--- config.mk ---
export PLATFORM = sky130hd
export DESIGN_NAME = entropy_sampler
export DESIGN_NICKNAME = d
export VERILOG_FILES = /design/src/rtl/entropy_sampler.sv
export SDC_FILE = /design/constraint.sdc
export NUM_CORES = 1
export LEC_CHECK = 0
export CAP_MARGIN = 5
export CORE_MARGIN = 2
export CORE_UTILIZATION = 45
export CTS_CLUSTER_DIAMETER = 120
export DETAILED_ROUTE_END_ITERATION = 12
export PLACE_DENSITY = 0.7
export SYNTH_ARGS = -nofsm -noshare
export SYNTH_HDL_FRONTEND = slang
export SYNTH_SLANG_ARGS = --single-unit
--- constraint.sdc ---
create_clock -name es_clk -period 2.69 [get_ports es_clk]
set_input_delay 0.807 -clock es_clk [delete_from_list [all_inputs] [get_ports es_clk]]
set_output_delay 0.807 -clock es_clk [all_outputs]
set_load 0.03 [all_outputs]
--- src/rtl/entropy_sampler.sv ---
// ============================================================================
// entropy_sampler
// ----------------------------------------------------------------------------
// Purpose
//   Turns the free-running raw bit of a ring-oscillator XOR tree into packed
//   entropy words for a TRNG consumer.
//     1. A two-flop synchroniser brings es_raw_in into the es_clk domain.
//     2. A divider picks one synchronised bit every SAMPLE_DIV clocks.
//     3. An optional von Neumann pair stage removes bias.
//     4. Emitted bits are packed MSB-first into WORD_W-bit words.
//     5. Words leave through a single-entry valid/ready output register.
//     6. A repetition-count health test flags a stuck source.
//
// Parameters
//   WORD_W      output word width in bits (>= 2)
//   SAMPLE_DIV  one synchronised bit is sampled every SAMPLE_DIV clocks (>= 1)
//   RCT_LIMIT   run of identical emitted bits that trips es_fail (>= 2)
//
// Optional feature (compile-time macro)
//   ES_VON_NEUMANN_EN  defined  : pair FSM (IDLE / HAVE_FIRST) debiases the
//                                 sampled stream. Pair 10 emits 1, pair 01
//                                 emits 0, pairs 00 and 11 are discarded.
//                      undefined: every divider strobe emits the
//                                 synchronised bit directly.
//
// Ports
//   es_clk      in   1       single clock, rising edge
//   es_rst      in   1       synchronous, active-high reset
//   es_raw_in   in   1       asynchronous raw entropy bit
//   es_enable   in   1       1 = sample; 0 = hold the divider at 0, return the
//                            pair FSM to IDLE and drop the partial word
//   es_data     out  WORD_W  packed entropy word
//   es_valid    out  1       es_data holds an unconsumed word
//   es_ready    in   1       consumer takes es_data when es_valid && es_ready
//   es_overrun  out  1       sticky: a completed word was dropped (output full)
//   es_fail     out  1       sticky: repetition-count test tripped
// ============================================================================
module entropy_sampler #(
    parameter int WORD_W     = 32,
    parameter int SAMPLE_DIV = 4,
    parameter int RCT_LIMIT  = 32
) (
    input  logic              es_clk,
    input  logic              es_rst,
    input  logic              es_raw_in,
    input  logic              es_enable,
    output logic [WORD_W-1:0] es_data,
    output logic              es_valid,
    input  logic              es_ready,
    output logic              es_overrun,
    output logic              es_fail
);

    // ------------------------------------------------------------------------
    // Derived widths and constants
    // ------------------------------------------------------------------------
    // SAMPLE_DIV = 1 still gets a one-bit counter. That counter simply stays
    // at 0, so the strobe fires on every enabled clock.
    localparam int DIV_W = (SAMPLE_DIV > 1) ? $clog2(SAMPLE_DIV) : 1;
    // WORD_W >= 2, so the counter is at least one bit wide. It only ever
    // holds 0..WORD_W-1.
    localparam int CNT_W = $clog2(WORD_W);
    // The run counter must be able to hold RCT_LIMIT itself.
    localparam int RUN_W = $clog2(RCT_LIMIT + 1);

    localparam logic [DIV_W-1:0] DIV_LAST = DIV_W'(SAMPLE_DIV - 1);
    localparam logic [CNT_W-1:0] CNT_LAST = CNT_W'(WORD_W - 1);
    localparam logic [RUN_W-1:0] RUN_MAX  = RUN_W'(RCT_LIMIT);

    // ------------------------------------------------------------------------
    // Synchroniser
    // ------------------------------------------------------------------------
    // es_raw_in has no relationship to es_clk. The chain is a plain flop-to-
    // flop path, and it must stay that way: no logic between the stages, and
    // no retiming or merging by synthesis. The attributes mark both stages as
    // preserved asynchronous-capture flops.
    (* keep = "true", async_reg = "true", dont_retime = "true" *) logic sync1_q;
    (* keep = "true", async_reg = "true", dont_retime = "true" *) logic sync2_q;

    // NOTE: sequential state is always written with non-blocking (<=)
    // assignments. Every flop then samples the values from before the edge,
    // so sync2_q really does receive the old sync1_q.
    always_ff @(posedge es_clk) begin
        if (es_rst) begin
            sync1_q <= 1'b0;
            sync2_q <= 1'b0;
        end else begin
            sync1_q <= es_raw_in;
            sync2_q <= sync1_q;
        end
    end

    // ------------------------------------------------------------------------
    // Sample divider
    // ------------------------------------------------------------------------
    logic [DIV_W-1:0] div_cnt_q, div_cnt_d;
    logic             strobe;

    // NOTE: every signal assigned in an always_comb gets a default at the top
    // of the block. A path that leaves an output unassigned would otherwise
    // infer a latch.
    always_comb begin
        div_cnt_d = div_cnt_q;
        strobe    = 1'b0;
        if (!es_enable) begin
            div_cnt_d = '0;
        end else if (div_cnt_q == DIV_LAST) begin
            strobe    = 1'b1;
            div_cnt_d = '0;
        end else begin
            div_cnt_d = div_cnt_q + DIV_W'(1);
        end
    end

    // ------------------------------------------------------------------------
    // Emit path
    // ------------------------------------------------------------------------
    // emit     : one entropy bit leaves the front end this cycle
    // emit_bit : the value of that bit
    logic emit;
    logic emit_bit;

`ifdef ES_VON_NEUMANN_EN
    localparam logic [0:0] ST_IDLE       = 1'b0;
    localparam logic [0:0] ST_HAVE_FIRST = 1'b1;

    logic [0:0] vn_state_q, vn_state_d;
    logic       first_q, first_d;      // first sample of the current pair

    always_comb begin
        vn_state_d = vn_state_q;
        first_d    = first_q;
        emit       = 1'b0;
        // A mismatched pair always emits its first sample: 10 -> 1, 01 -> 0.
        emit_bit   = first_q;
        if (!es_enable) begin
            vn_state_d = ST_IDLE;
        end else if (strobe) begin
            case (vn_state_q)
                ST_IDLE: begin
                    first_d    = sync2_q;
                    vn_state_d = ST_HAVE_FIRST;
                end
                default: begin
                    // Equal pairs (00/11) carry no unbiased information.
                    emit       = (sync2_q != first_q);
                    vn_state_d = ST_IDLE;
                end
            endcase
        end
    end

    always_ff @(posedge es_clk) begin
        if (es_rst) begin
            vn_state_q <= ST_IDLE;
            first_q    <= 1'b0;
        end else begin
            vn_state_q <= vn_state_d;
            first_q    <= first_d;
        end
    end
`else
    assign emit     = strobe;
    assign emit_bit = sync2_q;
`endif

    // ------------------------------------------------------------------------
    // Packing
    // ------------------------------------------------------------------------
    // Only WORD_W-1 bits are stored. The final bit of a word goes straight
    // from emit_bit into the output register, with no extra cycle of latency.
    logic [WORD_W-2:0] sreg_q, sreg_d;
    logic [CNT_W-1:0]  bitcnt_q, bitcnt_d;
    logic [WORD_W-1:0] word_full;
    logic              word_done;

    assign word_full = {sreg_q, emit_bit};

    always_comb begin
        sreg_d    = sreg_q;
        bitcnt_d  = bitcnt_q;
        word_done = 1'b0;
        if (!es_enable) begin
            // Disabling abandons the partial word. The next word starts clean.
            bitcnt_d = '0;
        end else if (emit) begin
            sreg_d = word_full[WORD_W-2:0];
            if (bitcnt_q == CNT_LAST) begin
                bitcnt_d  = '0;
                word_done = 1'b1;
            end else begin
                bitcnt_d = bitcnt_q + CNT_W'(1);
            end
        end
    end

    // ------------------------------------------------------------------------
    // Output register and handshake
    // ------------------------------------------------------------------------
    logic [WORD_W-1:0] data_q, data_d;
    logic              valid_q, valid_d;
    logic              overrun_q, overrun_d;
    logic              out_free;
    logic              load_word;

    // The single output slot can accept a word when it is empty, or when its
    // current word is being taken on this same edge (back-to-back transfer).
    assign out_free  = !valid_q || es_ready;
    assign load_word = word_done && out_free;

    always_comb begin
        data_d    = data_q;
        valid_d   = valid_q;
        overrun_d = overrun_q;
        if (load_word) begin
            data_d  = word_full;
            valid_d = 1'b1;
        end else if (valid_q && es_ready) begin
            valid_d = 1'b0;
        end
        if (word_done && !out_free) begin
            overrun_d = 1'b1;
        end
    end

    // ------------------------------------------------------------------------
    // Repetition-count health test
    // ------------------------------------------------------------------------
    // run_q == 0 only between reset and the first emitted bit. That lets the
    // counter double as the "no previous bit yet" flag.
    logic [RUN_W-1:0] run_q, run_d;
    logic             last_bit_q, last_bit_d;
    logic             fail_q, fail_d;

    always_comb begin
        run_d      = run_q;
        last_bit_d = last_bit_q;
        fail_d     = fail_q;
        if (emit) begin
            last_bit_d = emit_bit;
            if ((run_q != '0) && (emit_bit == last_bit_q)) begin
                if (run_q != RUN_MAX) begin
                    run_d = run_q + RUN_W'(1);
                end
            end else begin
                run_d = RUN_W'(1);
            end
            if (run_d == RUN_MAX) begin
                fail_d = 1'b1;
            end
        end
    end

    // ------------------------------------------------------------------------
    // State registers
    // ------------------------------------------------------------------------
    // The shift register and bit counter are cleared along with the control
    // state. A reset therefore never lets stale bits from a partial word leak
    // into the first word after reset.
    always_ff @(posedge es_clk) begin
        if (es_rst) begin
            div_cnt_q  <= '0;
            sreg_q     <= '0;
            bitcnt_q   <= '0;
            data_q     <= '0;
            valid_q    <= 1'b0;
            overrun_q  <= 1'b0;
            run_q      <= '0;
            last_bit_q <= 1'b0;
            fail_q     <= 1'b0;
        end else begin
            div_cnt_q  <= div_cnt_d;
            sreg_q     <= sreg_d;
            bitcnt_q   <= bitcnt_d;
            data_q     <= data_d;
            valid_q    <= valid_d;
            overrun_q  <= overrun_d;
            run_q      <= run_d;
            last_bit_q <= last_bit_d;
            fail_q     <= fail_d;
        end
    end

    // ------------------------------------------------------------------------
    // Outputs
    // ------------------------------------------------------------------------
    assign es_data    = data_q;
    assign es_valid   = valid_q;
    assign es_overrun = overrun_q;
    assign es_fail    = fail_q;

endmodule

### Yosys cells after proc, flatten, opt, wreduce, memory -nomap -nowiden

Cells that the tools add are included.

* output and inout port bits: 35
* word-level logic and storage cells: 44
* input bits: 5
* register bits after elaboration: 82

* reduce and logical (&&, ||, !) cells: 13
* bitwise gates (word level): 1
* add/sub/neg operators: 3
* multiplexer cells: 11
* equal/unequal tests: 5

Operators by type and width (number)
* 2-to-1 mux 6 bit: 3
* 2-to-1 mux 1 bit: 7
* adder 6 x 1 -> 6 bit, second input constant: 1
* equality test 6 bit, second input constant: 1
* != test 6 bit, second input constant: 1
* nonzero test 6 bit: 1
* adder 5 x 1 -> 5 bit, second input constant: 1
* equality test 5 bit, second input constant: 1
* 2-to-1 mux 5 bit: 1
* logical AND 1 bit: 4
* AND reduction 2 bit: 2
* OR reduction 3 bit: 1
* adder 2 x 1 -> 2 bit, second input constant: 1
* equality test 2 bit, second input constant: 1
* logical NOT 1 bit: 2
* nonzero test 2 bit: 1
* OR reduction 2 bit: 1
* equality test 1 bit: 1
* logical OR 1 bit: 1
* inverter 1 bit: 1

### Depth between registers and ports, before layout

Gate-level depths: netlist of the first run.

* word-level depth: 7
* gate-level depth with buffers: 9
* depth with buffers taken out: 7

### Least setup slack after synthesis of the first run

No wires, ideal clock.

* path type: register -> register
* from: register bitcnt_q[0]
* to: register data_q[12], in the netlist es_data[12]
* required time: 2.619 ns
* clock period less this slack: 1.880 ns
* path slack: 0.810 ns
* library setup time: 0.071 ns
* path buffers: 2
* stages on the path, launching flop included: 10
* data arrival time: 1.809 ns
* cells stage by stage: dfxtp_1 ha_1 and3_1 ha_1 clkbuf_1 nand3_1 nor2_1 clkbuf_1 nand2_1 a21oi_1

* longest elaborated chain between the ends: 5

RTL lines
* from (decl): RTL line 173 `logic [CNT_W-1:0] bitcnt_q, bitcnt_d;`
* from (signal assigned): RTL line 274 `bitcnt_q <= bitcnt_d;`
* equality test 5 bit: RTL line 188 `if (bitcnt_q == CNT_LAST) begin`
* 2-to-1 mux 1 bit: RTL line 188
* 2-to-1 mux 1 bit: RTL line 186 `end else if (emit) begin`
* 2-to-1 mux 1 bit: RTL line 183 `if (!es_enable) begin`
* logical AND 1 bit: RTL line 209 `assign load_word = word_done && out_free;`
* to (signal assigned): RTL line 275 `data_q <= data_d;`
* to (decl): RTL line 200 `logic [WORD_W-1:0] data_q, data_d;`

Every way passes these cells.
A chain may end at the register's enable or synchronous reset.

### Final worst setup path of the first run

* from: register valid_q, in the netlist es_valid
* to: output es_valid

RTL lines
* from (decl): RTL line 201 `logic valid_q, valid_d;`
* from (signal assigned): RTL line 276 `valid_q <= valid_d;`
* to (decl): RTL line 48 `output logic es_valid,`

No word-level cell between the ends.

==> qor.yml, run 1 <==
outcome: "complete, no violations"
critPathTopFamily: "buffers and inverters"
track_usage_pct: 16.5
reg2reg_from: "bitcnt_q[0]"
synth_xor_area_share_pct: 1.12
ys_async_sr_fraction_pct: 0
clock-sinks: 82
hold_viol: 0
hold_start: "div_cnt_q[0]"
cts-root-buf: "clkbuf_8"
cp-start-kind: "flop"
met2_wirelength_um: 3000
drt-initial-drc-count: 116
diodes: 0
ant_nets: 0
via_count: 2558
wire_per_inst_um: 12.2
tightest_slew_ns: 0.534
topRoutingLayerUsed: "met4"
crit_slowest_cell: "clkdlybuf4s50_1"
pin_count: 40
grt_max_degree: 40
finalCritPeriodShare_pct: 82.6
vdd_drop_max_uv: 300
hp-class: "flop to flop"
grt_pass1_vias: 2340
stdcell_area_mm2: 0.00377
max_stage_delay_ns: 0.69
placed_cells: 487
report.final.slew_viol_count: 0
antenna_found_initial: 0
reg2reg_setup_slack_ns: 0.71
yosysUniqueCellTypes: 35
die_h_um: 87.3
critPathKind: "flop to output port"
drive_gt1_share_pct: 6.40
synth-simple-area-share_pct: 23.6
hpwl_um: 3970
crit_buf_inv: 1
rsz0062_at_grt: "false"
postCtsResizedCells: 0
synth_top_family_by_area: "simple AND/OR/NAND/NOR gates"
netlist_instances: 385
synth_area_mm2: 0.00312
layout_common_cells: "nand2_1 (130), dfxtp_1 (82), a21oi_1 (75)"
die_w_um: 87.3
drcViolationCount: 0
wl_um: 6140
placedInstanceArea_mm2: 0.00356
synth_nets: 395
max_slew_margin_pct: 64.4
synth_compound_area_share_pct: 15.2
power.leakage_uw: 0.00127
crit_fanout: 3
ys_ff_latch: 82
tritoncts: "yes"
num-fill-cells: 638
fin_crit_ns: 2.22
drv_cap: 0
synthMuxAreaShare_pct: 1.28
grt_pass1_wl_um: 10100
htreeDepth: 3
gr-total-overflow: 0
crit_path_cell_trace: "clkdlybuf4s50_1"
port_buffers: 39
cts_buffers: 9
rows: 30
synthToLayoutAreaGrowth_pct: 20.8
setup_viol: 0
avgViaCountPerCell: 5.10
coreArea_mm2: 0.00676
dieArea_mm2: 0.00761
cts.clk_slew.worst_paths_ns: 0.07
hold_buffers: 0
fin_total_pwr_uw: 2180
post_cts_buffers: 0
power_density_mw_per_mm2: 579
r2r_cells: 8
syn_avg_cell_area_um2: 8.10
setup_tns_ns: 0
yosysSeqAreaShare_pct: 52.6
synth_adder_area_share_pct: 2.01
met1_length_um: 2890
min_to: "div_cnt_q[0]"
end_kind: "output port"
fin_nets: 428
clock_latency_ns: 0.34
cp.required_ns: 1.88
skew_ns: 0.00859
holdPathStages: 1
clk_path_buf_depth: 2
synthFlopType: "dfxtp_1"
first_pass_iters: 4
fmax_ghz: 0.450
fin_cells: 502
layout_commonest_cell: "nand2_1"
routabilityCongestion: 0.905
start_util_pct: 46.2
final_util_pct: 55.8
ys_warn_count: 0
cp.depth: 1
synth-edff-count: 0
reg2reg_to: "es_data[30]"
wl_met3_um: 201
crit_arrival_ns: 1.41
-- worst max path at each step --
stage	startpoint	endpoint	slack, ns
floorplan	bitcnt_q[0]	es_data[12]	0.81
global placement	es_enable	es_fail	0.24
detailed placement	es_enable	es_fail	0.21
CTS	es_valid	es_valid	0.46
global route	es_valid	es_valid	0.42
finish	es_valid	es_valid	0.47
-- per-stage QoR --
stage,worst slack [ns],hold WS (ns)
after global routing,0.418,0.456
after CTS,0.458,0.435
after floorplan,0.810,0.404
after detailed placement,0.215,0.424
final,0.469,0.428
after global placement,0.245,0.414
-- routing by layer --
metal	vias up	track usage, %
li1	1334	-
met1	1183	20.3
met2	36	28.0
met3	5	4.27
met4	0	5.87
met5	-	0
-- cell families after synthesis --
kind of cell,count (synthesis)
flip-flops,82
multiplexers,4
buffers and inverters,30
AND/OR/NAND/NOR,171
XOR/XNOR,4
AO/OA/AOI/OAI,89
adder cells (fa/ha/maj),5
-- cell usage after synthesis (4+ instances only) --
cell type  instances  area, µm²
or3_1              4       25.0
nand3_1            6       30.0
nor3_1             4       20.0
nand2_1          130        488
ha_1               5       62.6
a21oi_1           75        375
mux2i_1            4       40.0
inv_1              4       15.0
o21ai_0            5       25.0
a31oi_1            4       25.0
nor2_1            10       37.5
clkbuf_1          20       75.1
dfxtp_1           82       1640
-- area by class of cell --
type	instances	area, µm²	area share (%)
Timing Repair Buffer	48	453	12.0
Inverter	4	15.0	0.399
Sequential cell	82	1640	43.6
Multi-Input combinational cell	273	1350	35.8
Clock inverter	4	76.3	2.03
Clock buffer	11	131	3.49
Tap cell	80	100	2.66
-- registers in the layout, indices dropped and copies added, names as in the netlist --
signal / cells
es_data: 32
last_bit_q: 1
sreg_q: 31
sync1_q: 1
bitcnt_q: 5
sync2_q: 1
es_overrun: 1
div_cnt_q: 2
es_valid: 1
run_q: 6
es_fail: 1
-- power breakdown --
part	switching, µW	internal, µW	leakage, µW
registers	1.81	1220	0.000661
logic	25.9	11.0	0.000507
clock network	406	522	0.000100
total	434	1750	0.00127
Note: power is estimated with default switching activity, not from simulation.
==> run 2, diff against run 1 <==
Settings changed: PLACE_DENSITY 0.7 to 0.73.
Clock period 2.69 ns to 1.9 ns, I/O delays scaled along.
==> run 2 against run 1 <==
Net effect:
- sequential share of layout area decreased by 0.66 points
- first-iteration DRC count up 47%
- clock skew grew 0.0077 ns
- clock-buffer cell count unchanged
- critical path type is now primary input to flop
- die area unchanged
- flip-flop and latch count is the same
- routed wire length is 5.6% higher
- worst hold slack worse by 0.0053 ns
- largest cell class unchanged
- largest power group unchanged
- global-route usage is 2.1 points higher
- worst setup slack worse by 0.40 ns
- via count increased by 3.9%
==> qor.yml, run 2 (same netlist as run 1, synthesis figures left out) <==
gr-total-overflow: 0  # unchanged
fin_total_pwr_uw: 3180  # +46%
via_count: 2657  # +3.9%
vdd_drop_max_uv: 418  # +40%
outcome: "complete, no violations"
pin_count: 40  # unchanged
die_h_um: 87.3  # unchanged
fin_crit_ns: 1.83
reg2reg_to: "es_data[21]"
skew_ns: 0.0162  # +0.00765 ns
fin_nets: 436  # +1.9%
hold_viol: 0  # unchanged
max_stage_delay_ns: 0.50  # -0.19 ns
tightest_slew_ns: 0.409  # -0.125 ns
final_util_pct: 56.7  # +0.91 points
cts_buffers: 9  # unchanged
setup_viol: 0  # unchanged
clock_latency_ns: 0.35  # about the same
hold_buffers: 0  # unchanged
cts.clk_slew.worst_paths_ns: 0.08  # about the same
fmax_ghz: 0.546
crit_arrival_ns: 2.10  # +0.69 ns
num-fill-cells: 638  # unchanged
reg2reg_from: "bitcnt_q[1]"
crit_buf_inv: 1  # unchanged
clock-sinks: 82  # unchanged
drcViolationCount: 0  # unchanged
layout_commonest_cell: "nand2_1"
multiInputGateArea_mm2: 0.00135  # unchanged
crit_slowest_cell: "clkdlybuf4s50_1"
post_cts_buffers: 0  # unchanged
antenna_found_initial: 0  # unchanged
drt-initial-drc-count: 170  # +47%
drv_cap: 0  # unchanged
coreArea_mm2: 0.00676  # unchanged
grt_use_met1_pct: 23.3  # +3.0 points
gr-max-usage-layer: "met2"
r2r_cells: 8  # unchanged
avgViaCountPerCell: 5.20  # +2.0%
clk_path_buf_depth: 2  # unchanged
port_buffers: 39  # unchanged
tritoncts: "yes"
wire_per_inst_um: 12.7  # +3.8%
hpwl_um: 4200  # +5.7%
htreeDepth: 3  # unchanged
critPathLaunch: "es_enable"
min_to: "div_cnt_q[0]"
critPathKind: "primary input to flop"
rsz0062_at_grt: "false"
track_usage_pct: 18.6  # +2.1 points
layout_common_cells: "nand2_1 (130), dfxtp_1 (81), a21oi_1 (75)"
end_kind: "flop"
grt_pass1_vias: 2578  # +10%
seqCellArea_mm2: 0.00164  # about the same
crit_path_cell_trace: "clkdlybuf4s50_1 > nand2_1 > or3_1 > o41a_1 > a211oi_2"
die_w_um: 87.3  # unchanged
cts-root-buf: "clkbuf_8"
ant_nets: 0  # unchanged
crit_fanout: 3  # unchanged
synthToLayoutAreaGrowth_pct: 22.7
cp-start-kind: "primary input"
diodes: 0  # unchanged
largest_register_ffs: 32  # unchanged
grt_util_met2_pct: 29.5  # +1.5 points
cp.depth: 5  # +4
finalCritPeriodShare_pct: 96.3
rows: 30  # unchanged
grt_max_degree: 40  # unchanged
start_util_pct: 46.2  # unchanged
reg2reg_setup_slack_ns: 0.14  # -0.57 ns
dieArea_mm2: 0.00761  # unchanged
hp-class: "flop to flop"
grt_pass1_wl_um: 11200  # +10%
hold_start: "div_cnt_q[0]"
holdPathStages: 1  # unchanged
cp.required_ns: 2.17  # +0.29 ns
routabilityCongestion: 0.768  # -15%
critPathTopFamily: "compound AO/OA/AOI/OAI gates"
power_density_mw_per_mm2: 831  # +44%
wl_um: 6490  # +5.6%
first_pass_iters: 4  # unchanged
use_met3_pct: 5.02  # +0.76 points
power.leakage_uw: 0.00150  # +18%
report.final.slew_viol_count: 0  # unchanged
drive_gt1_share_pct: 8.82  # +2.4 points
max_slew_margin_pct: 72.7  # +8.4 points
==> run 2: cell count changes in the layout (fill, tap and decap cells not counted), sizes merged <==
cell | before | now
buf | 10 | 18
clkinv | 0 | 1
dlygate4sd2 | 0 | 35
clkdlybuf4s50 | 38 | 3
==> run 2: repair_timing <==
action | 4_1_cts | 5_1_grt
setup endpoints to repair | 35 | 7
hold endpoints to repair | 0 | 0
gates resized for setup | 35 | 1
==> run 2: layout make-up <==
cell class / count / area share [%]
multi-input combinational: 273 / 35.3
inverter: 4 / 0.392
clock buffer: 11 / 3.69
timing repair buffer: 56 / 12.9
tap: 80 / 2.61
clock inverter: 5 / 2.22
sequential: 82 / 42.9
==> run 2: per-layer routing <==
| layer | vias up | part of all wire, % |
|---|---|---|
| met5 | - | 0 |
| met4 | 0 | 1.5 |
| met3 | 14 | 4.5 |
| met2 | 58 | 47 |
| met1 | 1227 | 47 |
| li1 | 1358 | - |
==> run 2: power by group <==
part	switching (µW)	internal (µW)	total [µW]	leakage (µW)
clock network	618	784	1400	0.000110
logic	38.7	19.7	58.4	0.000729
registers	2.20	1720	1720	0.000661
total	659	2520	3180	0.00150
==> run 2: worst max path at each step <==
stage,endpoint
2_1_floorplan,es_data[12]
4_1_cts,es_fail
3_3_place_gp,es_fail
3_5_place_dp,es_fail
6_report,es_fail
5_1_grt,es_data[2]
==> run 2: per-stage QoR <==
step	setup TNS, ns	hold WS (ns)	cells	instance area [µm²]	worst slack (ns)
3_3_place_gp	-2.93	0.414	495	3640	-0.263
3_5_place_dp	-3.42	0.420	495	3640	-0.303
4_1_cts	0	0.430	511	3830	0.0689
5_1_grt	0	0.458	511	3830	0.000246
6_report	0	0.423	511	3830	0.0701
2_1_floorplan	0	0.404	385	3120	0.0202
